### config.mk
export PLATFORM = sky130hd
export DESIGN_NAME = dpram_arb
export DESIGN_NICKNAME = d
export VERILOG_FILES = /design/src/rtl/dpram_arb.sv
export SDC_FILE = /design/constraint.sdc
export NUM_CORES = 1
export LEC_CHECK = 0
export BUFFER_PORTS_ARGS = -buffer_cell sky130_fd_sc_hd__buf_4
export CORE_MARGIN = 10
export CORE_UTILIZATION = 44
export CTS_CLUSTER_SIZE = 10
export DETAILED_ROUTE_END_ITERATION = 12
export PLACE_DENSITY = 0.85
export SLEW_MARGIN = 20
export SYNTH_ARGS = -nofsm -noshare
export SYNTH_HDL_FRONTEND = slang
export SYNTH_SLANG_ARGS = --single-unit
### constraint.sdc
create_clock -name clk -period 6.8 [get_ports clk]
set_input_delay 1.36 -clock clk [delete_from_list [all_inputs] [get_ports clk]]
set_output_delay 1.36 -clock clk [all_outputs]
set_load 0.02 [all_outputs]
### src/rtl/dpram_arb.sv
// Round-robin arbiter for the shared write (byte) and read (word) ports of a dual-port RAM.
// Reads that would hit the word being written in the same cycle are stalled one cycle.
module dpram_arb #(
   parameter int unsigned BA_W = 6,
   parameter int unsigned BD_W = 8,
   parameter int unsigned WA_W = 5,
   parameter int unsigned WD_W = 16
) (
   input  logic            clk,
   input  logic            reset,
   input  logic            w0_req,
   input  logic [BA_W-1:0] w0_addr,
   input  logic [BD_W-1:0] w0_data,
   output logic            w0_gnt,
   input  logic            w1_req,
   input  logic [BA_W-1:0] w1_addr,
   input  logic [BD_W-1:0] w1_data,
   output logic            w1_gnt,
   input  logic            r0_req,
   input  logic [WA_W-1:0] r0_addr,
   output logic            r0_gnt,
   input  logic            r1_req,
   input  logic [WA_W-1:0] r1_addr,
   output logic            r1_gnt,
   output logic            rd_valid,
   output logic            rd_id,
   output logic [WD_W-1:0] rd_data,
   output logic            ram_we,
   output logic [BA_W-1:0] ram_wa,
   output logic [BD_W-1:0] ram_wd,
   output logic [WA_W-1:0] ram_ra,
   input  logic [WD_W-1:0] ram_rd
);

   logic            w_ptr_q, w_ptr_d;
   logic            r_ptr_q, r_ptr_d;
   logic [BA_W-1:0] wa_q, wa_d;
   logic [BD_W-1:0] wd_q, wd_d;
   logic [WA_W-1:0] ra_q, ra_d;
   logic            rd_valid_q, rd_valid_d;
   logic            rd_id_q, rd_id_d;

   logic            w_gnt0, w_gnt1, w_any;
   logic            r_gnt0, r_gnt1, r_any;
   logic            r0_elig, r1_elig;
   logic [BA_W-1:0] w_addr_sel;
   logic [BD_W-1:0] w_data_sel;
   logic [WA_W-1:0] r_addr_sel;
   logic [WA_W-1:0] haz_word;

   // Write side: pointer value names the favoured writer when both request.
   always_comb begin
      w_gnt0 = 1'b0;
      w_gnt1 = 1'b0;
      if (!reset) begin
         if (w0_req && (!w1_req || !w_ptr_q)) begin
            w_gnt0 = 1'b1;
         end else if (w1_req) begin
            w_gnt1 = 1'b1;
         end
      end
      w_any      = w_gnt0 | w_gnt1;
      w_addr_sel = w_gnt1 ? w1_addr : w0_addr;
      w_data_sel = w_gnt1 ? w1_data : w0_data;
      haz_word   = WA_W'(w_addr_sel >> 1);
   end

   // Read side: a reader targeting the word being written this cycle is not eligible.
   always_comb begin
      r0_elig = r0_req && !(w_any && (r0_addr == haz_word));
      r1_elig = r1_req && !(w_any && (r1_addr == haz_word));
      r_gnt0  = 1'b0;
      r_gnt1  = 1'b0;
      if (!reset) begin
         if (r0_elig && (!r1_elig || !r_ptr_q)) begin
            r_gnt0 = 1'b1;
         end else if (r1_elig) begin
            r_gnt1 = 1'b1;
         end
      end
      r_any      = r_gnt0 | r_gnt1;
      r_addr_sel = r_gnt1 ? r1_addr : r0_addr;
   end

   // Pointer always lands on the loser, so a stalled reader keeps priority.
   always_comb begin
      w_ptr_d    = w_any ? w_gnt0 : w_ptr_q;
      r_ptr_d    = r_any ? r_gnt0 : r_ptr_q;
      wa_d       = w_any ? w_addr_sel : wa_q;
      wd_d       = w_any ? w_data_sel : wd_q;
      ra_d       = r_any ? r_addr_sel : ra_q;
      rd_valid_d = r_any;
      rd_id_d    = r_gnt1;
   end

   always_ff @(posedge clk) begin
      if (reset) begin
         w_ptr_q    <= 1'b0;
         r_ptr_q    <= 1'b0;
         wa_q       <= '0;
         wd_q       <= '0;
         ra_q       <= '0;
         rd_valid_q <= 1'b0;
         rd_id_q    <= 1'b0;
      end else begin
         w_ptr_q    <= w_ptr_d;
         r_ptr_q    <= r_ptr_d;
         wa_q       <= wa_d;
         wd_q       <= wd_d;
         ra_q       <= ra_d;
         rd_valid_q <= rd_valid_d;
         rd_id_q    <= rd_id_d;
      end
   end

   // Outputs are forced quiet while reset is held, including a return already in flight.
   always_comb begin
      w0_gnt   = w_gnt0;
      w1_gnt   = w_gnt1;
      r0_gnt   = r_gnt0;
      r1_gnt   = r_gnt1;
      ram_we   = w_any;
      ram_wa   = reset ? '0 : wa_d;
      ram_wd   = reset ? '0 : wd_d;
      ram_ra   = reset ? '0 : ra_d;
      rd_valid = rd_valid_q & ~reset;
      rd_id    = rd_id_q & ~reset;
      rd_data  = ram_rd;
   end

endmodule
==> results by group, run 1 <==
Layout
  – Final Cell Area: 0.00187 mm²
  – Synthesis-to-finish area growth: 31.1%
  – Most frequent cells in the layout: buf_4, dfxtp_1, nand2_1
  – Fraction of layout cells with a size suffix above 1: 36.4%
  – Post-layout nets: 286
  – Most common cell after layout, fill and taps aside: buf_4
  – Ant. Diodes: 0
  – Utilization after layout: 60.9%
  – Layout Cells excl Fill: 269

Outcome
  – Status: finished clean

Synthesis
  – Unique masters post-synth: 37
  – EDFF count, synth: 0
  – Synth Flop Type: dfxtp_1
  – Synthesis Warnings: 0
  – Syn Area/Cell: between 8 and 9 µm²
  – Cell area after synthesis: 0.00143 mm²
  – Top post-synthesis cells by area: dfxtp_1, buf_4, a311oi_1, nand2_1, nor2_1
  – Cell accounting for the most synthesized area: dfxtp_1
  – Sequential fraction of the synthesis area: 32.2%
  – Ys async rst share: 0%
  – Syn_nets: 237
  – Number of synthesized register bits: 23
  – Synth top area share: roughly 32%
  – Syn Inst Count: approximately 180

Hold path
  – Hold/Removal Path Class: flip-flop to flip-flop

Timing
  – Post-route minimum period: 5550 ps
  – Final setup viols: 0
  – Setup TNS: 0 ps
  – Final worst slack: ~1200 ps
  – Final slew viol count: 0
  – Achievable frequency: between 150 and 200 MHz
  – Least-Margin Pin Slew: 945 ps
  – Hold Fails Final Rpt: 0
  – Worst slew margin: 36.9%
  – Tcrit/Tclk final: 81.6%
  – RSZ-0062 raised after global routing: false
  – Final Skew: 6.92 ps

Die
  – Initial Utilization: between 40 and 50%
  – Core ar.: 0.00308 mm²
  – Chip width: 77.0 µm
  – Rows: 20
  – Die area: 0.00593 mm²
  – Num ports: about 100
  – Die height: about 77 µm

Pwr
  – Pleak: 0.831 nW
  – Internal: 0.000217 W
  – Sw Pwr: 0.000106 W
  – Reg power frac: 46.0%
  – VDD IR-drop max: 0.0000905 V
  – Gate power share: roughly a third
  – Clock power frac: 20.6%
  – Power per cell area: 172 mW/mm²
  – Switching Fraction: 32.8%

Route
  – DR pass1 iterations: 4
  – Drc violations: 0
  – Post-Route WL: about 4.3 mm
  – Antenna Violating Nets Remaining: 0
  – WL/cell: about 16 µm
  – Vias: between 1000 and 1500
  – Initial DRC count: 64
  – Via density: 5.29

Global routing
  – Grt ovf: 0
  – Initial antenna violation count: 0
  – Vias in the first global route: 1432
  – Gr usage total: 13.4%
  – Global-route wire length before repair: 6.79 mm
  – Largest net degree at the start of global routing: 33

Clocking
  – Post-CTS setup buffers: 0
  – Post-CTS Resized: 0
  – Clock Tree Buf Depth: 2
  – CTS tree: built
  – Clock buffers created by TritonCTS: 3
  – Clock transition at the registers of the reported paths: approximately 130 ps
  – Cts hold-fix bufs: 0
  – Clk_lat worst skew: ~320 ps
  – Clk sinks: 23
  – H-tree depth: 1
  – Clock root buffer: clkbuf_4

Run
  – Max-Cap Viols: 0

Placement
  – Place WS: 1340 ps
  – Placed cell areas: about 0.0018 mm²
  – Final HPWL DP: around 3.4 mm
  – Port bufs: 69
  – Final GP Congestion: roughly 0.83
  – Placed Cells: approximately 270

Setup path
  – CP Class: input pin to output pin
  – CP arrival: 4190 ps
  – CP max FO: 32
  – WP data required: 5440 ps
  – Crit path capture type: output pin
  – Crit start category: input pin
  – Reg2Reg Setup Slack: 3890 ps
==> kinds of logic after synthesis <==
family,share of synthesized area [%]
mux,1.40
xor+xnor,5.52
flops,32.2
buf+inv,13.0
simple gates,26.5
compound gates,21.3
==> metrics by stage <==
step                      power, W  hold slack (ps)
after floorplan           0.000223              458
after CTS                 0.000324              508
after global routing      0.000339              527
after global placement    0.000257              468
after detailed placement  0.000259              490
final                     0.000323              508
==> routing by layer <==
metal / GRT usage (%) / wire length (µm)
met1: 16.9 / 2020
met5: 0 / 0
met2: 19.8 / 1820
met4: 4.20 / 61
met3: 6.06 / 438
==> sequential cells by signal (all words and copies together), names as in the netlist <==
| signal | cells |
|---|---|
| w_ptr_q | 1 |
| wa_q | 6 |
| ra_q | 5 |
| rd_valid_q | 1 |
| wd_q | 8 |
| r_ptr_q | 1 |
| rd_id_q | 1 |
==> final timing paths <==
| path | endpoint | cells after the start | from |
|---|---|---|---|
| max | ram_ra[2] | 10 | reset |
| min | wa_q[1] | 2 | wa_q[1] |
| max reg2reg | ra_q[1] | 8 | w_ptr_q |
| min reg2reg | wa_q[1] | 2 | wa_q[1] |
==> power groups by stage <==
stage          clock [W]  sequential (W)  combinational [W]
6_report       0.0000666        0.000149           0.000108
5_1_grt        0.0000728        0.000150           0.000117
4_1_cts        0.0000674        0.000149           0.000108
3_5_place_dp           0        0.000152           0.000108
3_3_place_gp           0        0.000151           0.000106
2_1_floorplan          0        0.000151          0.0000722
==> critical path: stages <==
cell and delay [ps]:
buf_4 300, nor2b_2 90, nand2_2 230, inv_2 190, a2111oi_0 480, nor2_1 150
o31ai_2 760, nor4b_1 110, a221o_1 330, buf_4 170
==> synth_stat cells (2+ instances only) <==
cell type / n
nand2_1: 22
nor3_1: 3
a211oi_1: 5
nor4b_1: 5
a221o_1: 6
mux2i_1: 2
o22ai_1: 2
nand2b_1: 4
nor2_1: 21
nand4_1: 2
xnor2_1: 4
or2_2: 2
inv_1: 7
clkbuf_1: 6
a2111oi_0: 2
buf_4: 16
dfxtp_1: 23
a311oi_1: 10
buf_2: 2
a21oi_1: 5
nor2b_1: 8
xor2_1: 5
==> final cells by class <==
class	instances	area [µm²]
Multi-Input combinational cell	121	782
Tap cell	44	55.1
Sequential cell	23	460
Clock inverter	1	5.00
Clock buffer	3	22.5
Timing Repair Buffer	69	518
Inverter	8	30.0
Fill cell	305	1200
(Power assumes the default switching activity.)
==> inputs of run 2 (changes only) <==
--- a/config.mk
+++ b/config.mk
@@ -7,10 +7,10 @@
 export LEC_CHECK = 0
 export BUFFER_PORTS_ARGS = -buffer_cell sky130_fd_sc_hd__buf_4
 export CORE_MARGIN = 10
-export CORE_UTILIZATION = 44
+export CORE_UTILIZATION = 37
 export CTS_CLUSTER_SIZE = 10
 export DETAILED_ROUTE_END_ITERATION = 12
-export PLACE_DENSITY = 0.85
+export PLACE_DENSITY = 0.77
 export SLEW_MARGIN = 20
 export SYNTH_ARGS = -nofsm -noshare
 export SYNTH_HDL_FRONTEND = slang
==> constraint.sdc (replaced) <==
create_clock -name clk -period 4.5 [get_ports clk]
set_input_delay 0.9 -clock clk [delete_from_list [all_inputs] [get_ports clk]]
set_output_delay 0.9 -clock clk [all_outputs]
set_load 0.02 [all_outputs]
==> results by group, run 2 (synthesized netlist as in run 1, its figures left out) <==
Outcome
  – Status: finished clean

Die
  – Die height: 82.1 µm (+6.7%)
  – Rows: 22 (+10%)
  – Initial Utilization: 38.7% (-7.7 points)
  – Die area: 0.00675 mm² (+14%)
  – Chip width: 82.1 µm (+6.7%)
  – Core ar.: 0.00369 mm² (+20%)
  – Num ports: 102 (unchanged)

Placement
  – Port bufs: 69 (unchanged)
  – Placed Cells: 273 (+3.0%)
  – Final GP Congestion: 0.900 (+8.3%)
  – Final HPWL DP: 3.72 mm (+8.0%)

Route
  – Vias: 1422 (-0.14%)
  – Post-Route WL: 4.58 mm (+5.6%)
  – Initial DRC count: 64 (unchanged)
  – Antenna Violating Nets Remaining: 0 (unchanged)
  – WL/cell: 16.5 µm (+2.5%)
  – Via density: 5.13 (-3.0%)
  – DR pass1 iterations: 4 (unchanged)
  – Drc violations: 0 (unchanged)

Clocking
  – Clock transition at the registers of the reported paths: 80 ps (-50 ps)
  – Post-CTS setup buffers: 0 (unchanged)
  – H-tree depth: 1 (unchanged)
  – Clock Tree Buf Depth: 2 (unchanged)
  – Cts hold-fix bufs: 0 (unchanged)
  – Post-CTS Resized: 0 (unchanged)
  – CTS tree: built
  – Clock root buffer: clkbuf_8
  – Clk_lat worst skew: 270 ps (-50 ps)
  – Clk sinks: 23 (unchanged)
  – Clock buffers created by TritonCTS: 3 (unchanged)

Setup path
  – Sum of buffers and inverters on the critical path: 3 (unchanged)
  – CP max FO: 13 (-59%)
  – CP Class: input pin to output pin
  – CP most frequent cell: buf_4
  – Critical path's slowest cell: nor3b_1
  – Cell chain of the critical path: buf_4 -> nor2b_2 -> nand2_2 -> inv_2 -> mux2i_1 -> a222oi_1 -> nor3b_1 -> nor4b_1 -> a221o_1 -> buf_4
  – Crit start category: input pin
  – Reg2reg end: ra_q[2]
  – Crit path capture type: output pin
  – Worst path top cell family by delay: simple AND/OR/NAND/NOR gates
  – WP data required: 3600 ps (-1840 ps)
  – Reg2Reg Setup Slack: 1990 ps (-1900 ps)
  – CP arrival: 3270 ps (-920 ps)
  – Worst r2r src: w_ptr_q
  – Worst Reg-to-Reg Cells: 8 (unchanged)
  – Max stage delay on crit path: 760 ps (about the same)

Timing
  – Hold Fails Final Rpt: 0 (unchanged)
  – Final slew viol count: 0 (unchanged)
  – Final Skew: 5.35 ps (-1.58 ps)
  – Hold Slack: 500 ps (-8.67 ps)
  – Worst slew margin: 39.5% (+2.6 points)
  – Tcrit/Tclk final: 92.6%
  – RSZ-0062 raised after global routing: false
  – Post-route minimum period: ~4200 ps
  – Setup TNS: 0 ps (unchanged)
  – Least-Margin Pin Slew: 906 ps (-38.8 ps)
  – Achievable frequency: 240 MHz
  – Final setup viols: 0 (unchanged)

Pwr
  – Pleak: 0.858 nW (+3.2%)
  – Power per cell area: 270 mW/mm² (+57%)
  – VDD IR-drop max: 0.000173 V (+92%)
  – Total power: 0.000520 W (+61%)

Layout
  – Max reg flops: 8 (unchanged)
  – Layout Cells excl Fill: 277 (+3.0%)
  – Most frequent cells in the layout: buf_4, dfxtp_1, nand2_1
  – Post-layout nets: 290 (+1.4%)
  – Fraction of layout cells with a size suffix above 1: 37.6% (+1.1 points)
  – Most common cell after layout, fill and taps aside: buf_4
  – Utilization after layout: 52.2% (-8.6 points)
  – Biggest register: wd_q
  – Fillers: 382 (+25%)
  – Top Registers: wd_q (8), wa_q (6), ra_q (5)
  – Synthesis-to-finish area growth: 34.9%
  – Ant. Diodes: 0 (unchanged)

Global routing
  – Grt ovf: 0 (unchanged)
  – Initial antenna violation count: 0 (unchanged)
  – Global-route wire length before repair: 6.98 mm (+2.8%)
  – Gr usage total: 13.1% (-0.33 points)
  – Vias in the first global route: 1421 (-0.77%)
  – Largest net degree at the start of global routing: 30 (-9.1%)

Hold path
  – Worst Hold Depth: 2 (unchanged)
  – Hold Path End: wd_q[6]
  – Hold/Removal Path Class: flip-flop to flip-flop
  – HP Start: wd_q[6]

Run
  – Max-Cap Viols: 0 (unchanged)
[run 2: cell types whose count changed in the layout (fill, tap and decap cells not counted), sizes merged]
cell | previous run | this run
buf | 69 | 73
[run 2: area by class of cell]
| cell class | count | area, µm² | area share (%) |
|---|---|---|---|
| Multi-Input combinational cell | 121 | 782 | 40.6 |
| Timing Repair Buffer | 73 | 548 | 28.4 |
| Sequential cell | 23 | 460 | 23.9 |
| Tap cell | 48 | 60.1 | 3.12 |
| Clock buffer | 3 | 41.3 | 2.14 |
| Inverter | 8 | 30.0 | 1.56 |
| Clock inverter | 1 | 5.00 | 0.260 |
[run 2: how the worst max path moves through the flow]
| stage | startpoint | endpoint | slack, ps | cells after the start |
|---|---|---|---|---|
| after floorplan | w0_req | ram_ra[0] | 700 | 7 |
| after global placement | reset | ram_ra[2] | 450 | 10 |
| after detailed placement | reset | ram_ra[2] | 290 | 10 |
| after CTS | reset | ram_ra[2] | 310 | 10 |
| after global routing | reset | ram_ra[3] | 30 | 10 |
| final | reset | ram_ra[2] | 330 | 10 |
[run 2: worst register-to-register path: cells and delay by family (launching register included)]
kind                   cells  cell delay (ps)
flip-flops                 1              360
multiplexers               1              260
AO/OA/AOI/OAI              2              480
AND/OR/NAND/NOR            4             1160
buffers and inverters      1              130
[run 2: where the power goes]
group	internal, W	leakage (nW)	switching [W]	total, W
Sequential	0.000220	0.191	0.00000439	0.000224
Clock	0.0000618	0.0255	0.0000675	0.000129
Combinational	0.0000771	0.641	0.0000895	0.000167
[run 2: layer usage]
metal / track usage, % / vias to the layer above / share of wire, %
li1: - / 711 / -
met1: 16.2 / 640 / 45
met2: 20.8 / 67 / 44
met3: 5.83 / 4 / 10
met4: 2.21 / 0 / 0.59
met5: 0 / - / 0
[run 2: per-stage QoR]
stage                     area [µm²]  worst slack [ps]
after floorplan                 1430               695
after global placement          1880               445
after detailed placement        1880               295
after CTS                       1930               310
after global routing            1930              25.4
final                           1930               334
==> inputs of run 3 (changes only) <==
--- a/config.mk
+++ b/config.mk
@@ -11,6 +11,7 @@
 export CTS_CLUSTER_SIZE = 10
 export DETAILED_ROUTE_END_ITERATION = 12
 export PLACE_DENSITY = 0.77
+export REMOVE_ABC_BUFFERS = 1
 export SLEW_MARGIN = 20
 export SYNTH_ARGS = -nofsm -noshare
 export SYNTH_HDL_FRONTEND = slang
==> results by group, run 3 (synthesized netlist as in run 1, its figures left out) <==
Die
  – Rows: 22 (unchanged)
  – Core ar.: 0.00369 mm² (unchanged)
  – Chip width: 82.1 µm (unchanged)
  – Die height: 82.1 µm (unchanged)
  – Die area: 0.00675 mm² (unchanged)
  – Num ports: 102 (unchanged)
  – Initial Utilization: 38.7% (unchanged)

Layout
  – Biggest register: wd_q
  – Max reg flops: 8 (unchanged)
  – Top Registers: wd_q (8), wa_q (6), ra_q (5)
  – Synthesis-to-finish area growth: 35.2%
  – Fraction of layout cells with a size suffix above 1: 38.0% (+0.44 points)
  – Most common cell after layout, fill and taps aside: buf_4
  – Most frequent cells in the layout: buf_4, dfxtp_1, nand2_1
  – Post-layout nets: 290 (unchanged)
  – Ant. Diodes: 0 (unchanged)

Setup path
  – Cell chain of the critical path: buf_4 -> nor2b_2 -> nand2_2 -> inv_2 -> mux2i_1 -> xnor2_1 -> or3_4 -> a311oi_4 -> a221o_1 -> buf_4
  – Worst path top cell family by delay: compound AO/OA/AOI/OAI gates
  – CP Class: input pin to output pin
  – CP arrival: 3250 ps (-20 ps)
  – CP max FO: 16 (+3)
  – Crit path capture type: output pin
  – Critical path's slowest cell: a311oi_4
  – Max stage delay on crit path: 470 ps (-290 ps)
  – WP data required: 3600 ps (about the same)
  – Sum of buffers and inverters on the critical path: 3 (unchanged)
  – Crit start category: input pin
  – CP most frequent cell: buf_4

Clocking
  – Clock transition at the registers of the reported paths: 80 ps (about the same)
  – Clock Tree Buf Depth: 2 (unchanged)
  – CTS tree: built
  – Cts hold-fix bufs: 0 (unchanged)
  – Clk sinks: 23 (unchanged)
  – Clock root buffer: clkbuf_8
  – Clock buffers created by TritonCTS: 3 (unchanged)
  – H-tree depth: 1 (unchanged)
  – Clk_lat worst skew: 270 ps (about the same)

Run
  – Max-Cap Viols: 0 (unchanged)

Outcome
  – Status: finished clean

Route
  – Initial DRC count: 57 (-11%)
  – Antenna Violating Nets Remaining: 0 (unchanged)
  – Drc violations: 0 (unchanged)
  – Post-Route WL: 4.70 mm (+2.8%)
  – WL/cell: 17.0 µm (+2.8%)
  – Via density: 5.26 (+2.5%)
  – Vias: 1457 (+2.5%)
  – DR pass1 iterations: 4 (unchanged)

Timing
  – Worst slew margin: 64.3% (+25 points)
  – Tcrit/Tclk final: 92.3% (-0.28 points)
  – Final setup viols: 0 (unchanged)
  – Achievable frequency: 241 MHz (+0.31%)
  – Final worst slack: 347 ps (+12.8 ps)
  – Least-Margin Pin Slew: 533 ps (-372 ps)
  – Post-route minimum period: 4150 ps (-12.8 ps)
  – Hold Fails Final Rpt: 0 (unchanged)
  – Final slew viol count: 0 (unchanged)
  – Final Skew: 5.18 ps (-0.165 ps)
  – RSZ-0062 raised after global routing: false
  – Setup TNS: 0 ps (unchanged)

Global routing
  – Gr usage total: 13.3% (+0.19 points)
  – Grt ovf: 0 (unchanged)
  – Global-route wire length before repair: 6.97 mm (-0.19%)
  – Largest net degree at the start of global routing: 31 (+3.3%)
  – Vias in the first global route: 1428 (+0.49%)
  – Initial antenna violation count: 0 (unchanged)

Placement
  – Final GP Congestion: 0.840 (-6.6%)
  – Port bufs: 69 (unchanged)
  – Place WS: 208 ps (-86.7 ps)
  – Final HPWL DP: 3.76 mm (+1.1%)

Hold path
  – Hold/Removal Path Class: flip-flop to flip-flop

Pwr
  – Pleak: 0.861 nW (+0.32%)
  – VDD IR-drop max: 0.000126 V (-27%)
  – Power per cell area: 270 mW/mm² (+0.24%)
## run 3: worst register-to-register path, delay by kind of cell, from the launching register on
kind | cells | cell delay, ps
AOI/OAI and AO/OA | 2 | 720
and+or+nand+nor | 3 | 690
DFF | 1 | 350
muxes | 1 | 300
buffers and inverters | 1 | 260
xor gates and xnor gates | 1 | 130
## run 3: area by class of cell
type / instances / area (µm²)
multi-input combinational: 121 / 787
clock inverter: 1 / 5.00
inverter: 8 / 30.0
timing repair buffer: 73 / 548
clock buffer: 3 / 41.3
fill: 375 / 1760
sequential: 23 / 460
tap: 48 / 60.1
## run 3: timing repair
action,in CTS,in global routing
endpoints found under the setup margin,0,5
buffers inserted,0,0
gates resized for setup,0,1
## run 3: worst paths after layout
check        slack, ps    start   endpoint  cells past startpoint
min                490  w_ptr_q    w_ptr_q                      2
max reg2reg       1990  w_ptr_q    ra_q[1]                      8
max                350    reset  ram_ra[1]                     10
min reg2reg        490  w_ptr_q    w_ptr_q                      2
## run 3: per-layer routing
metal / vias to the layer above / GRT usage (%) / routed length, µm / part of all wire [%]
li1: 714 / - / - / -
met1: 641 / 15.1 / 1930 / 41
met2: 97 / 20.3 / 1970 / 42
met3: 5 / 8.21 / 755 / 16
met4: 0 / 4.08 / 48 / 1.0
met5: - / 0 / 0 / 0
## run 3: power breakdown
group	internal (W)	total, W	switching, W
clock network	0.0000620	0.000132	0.0000705
logic	0.0000774	0.000166	0.0000885
registers	0.000220	0.000224	0.00000466
total	0.000359	0.000522	0.000164
## run 3: metrics by stage
stage	power, W	utilization [%]	cells	instance area [µm²]	hold WS [ps]
after global routing	0.000547	52.4	277	1930	514
after global placement	0.000393	51.0	273	1880	478
final	0.000522	52.4	277	1930	489
after CTS	0.000524	52.2	277	1930	494
after detailed placement	0.000395	51.0	273	1880	481
after floorplan	0.000311	-	152	1270	452
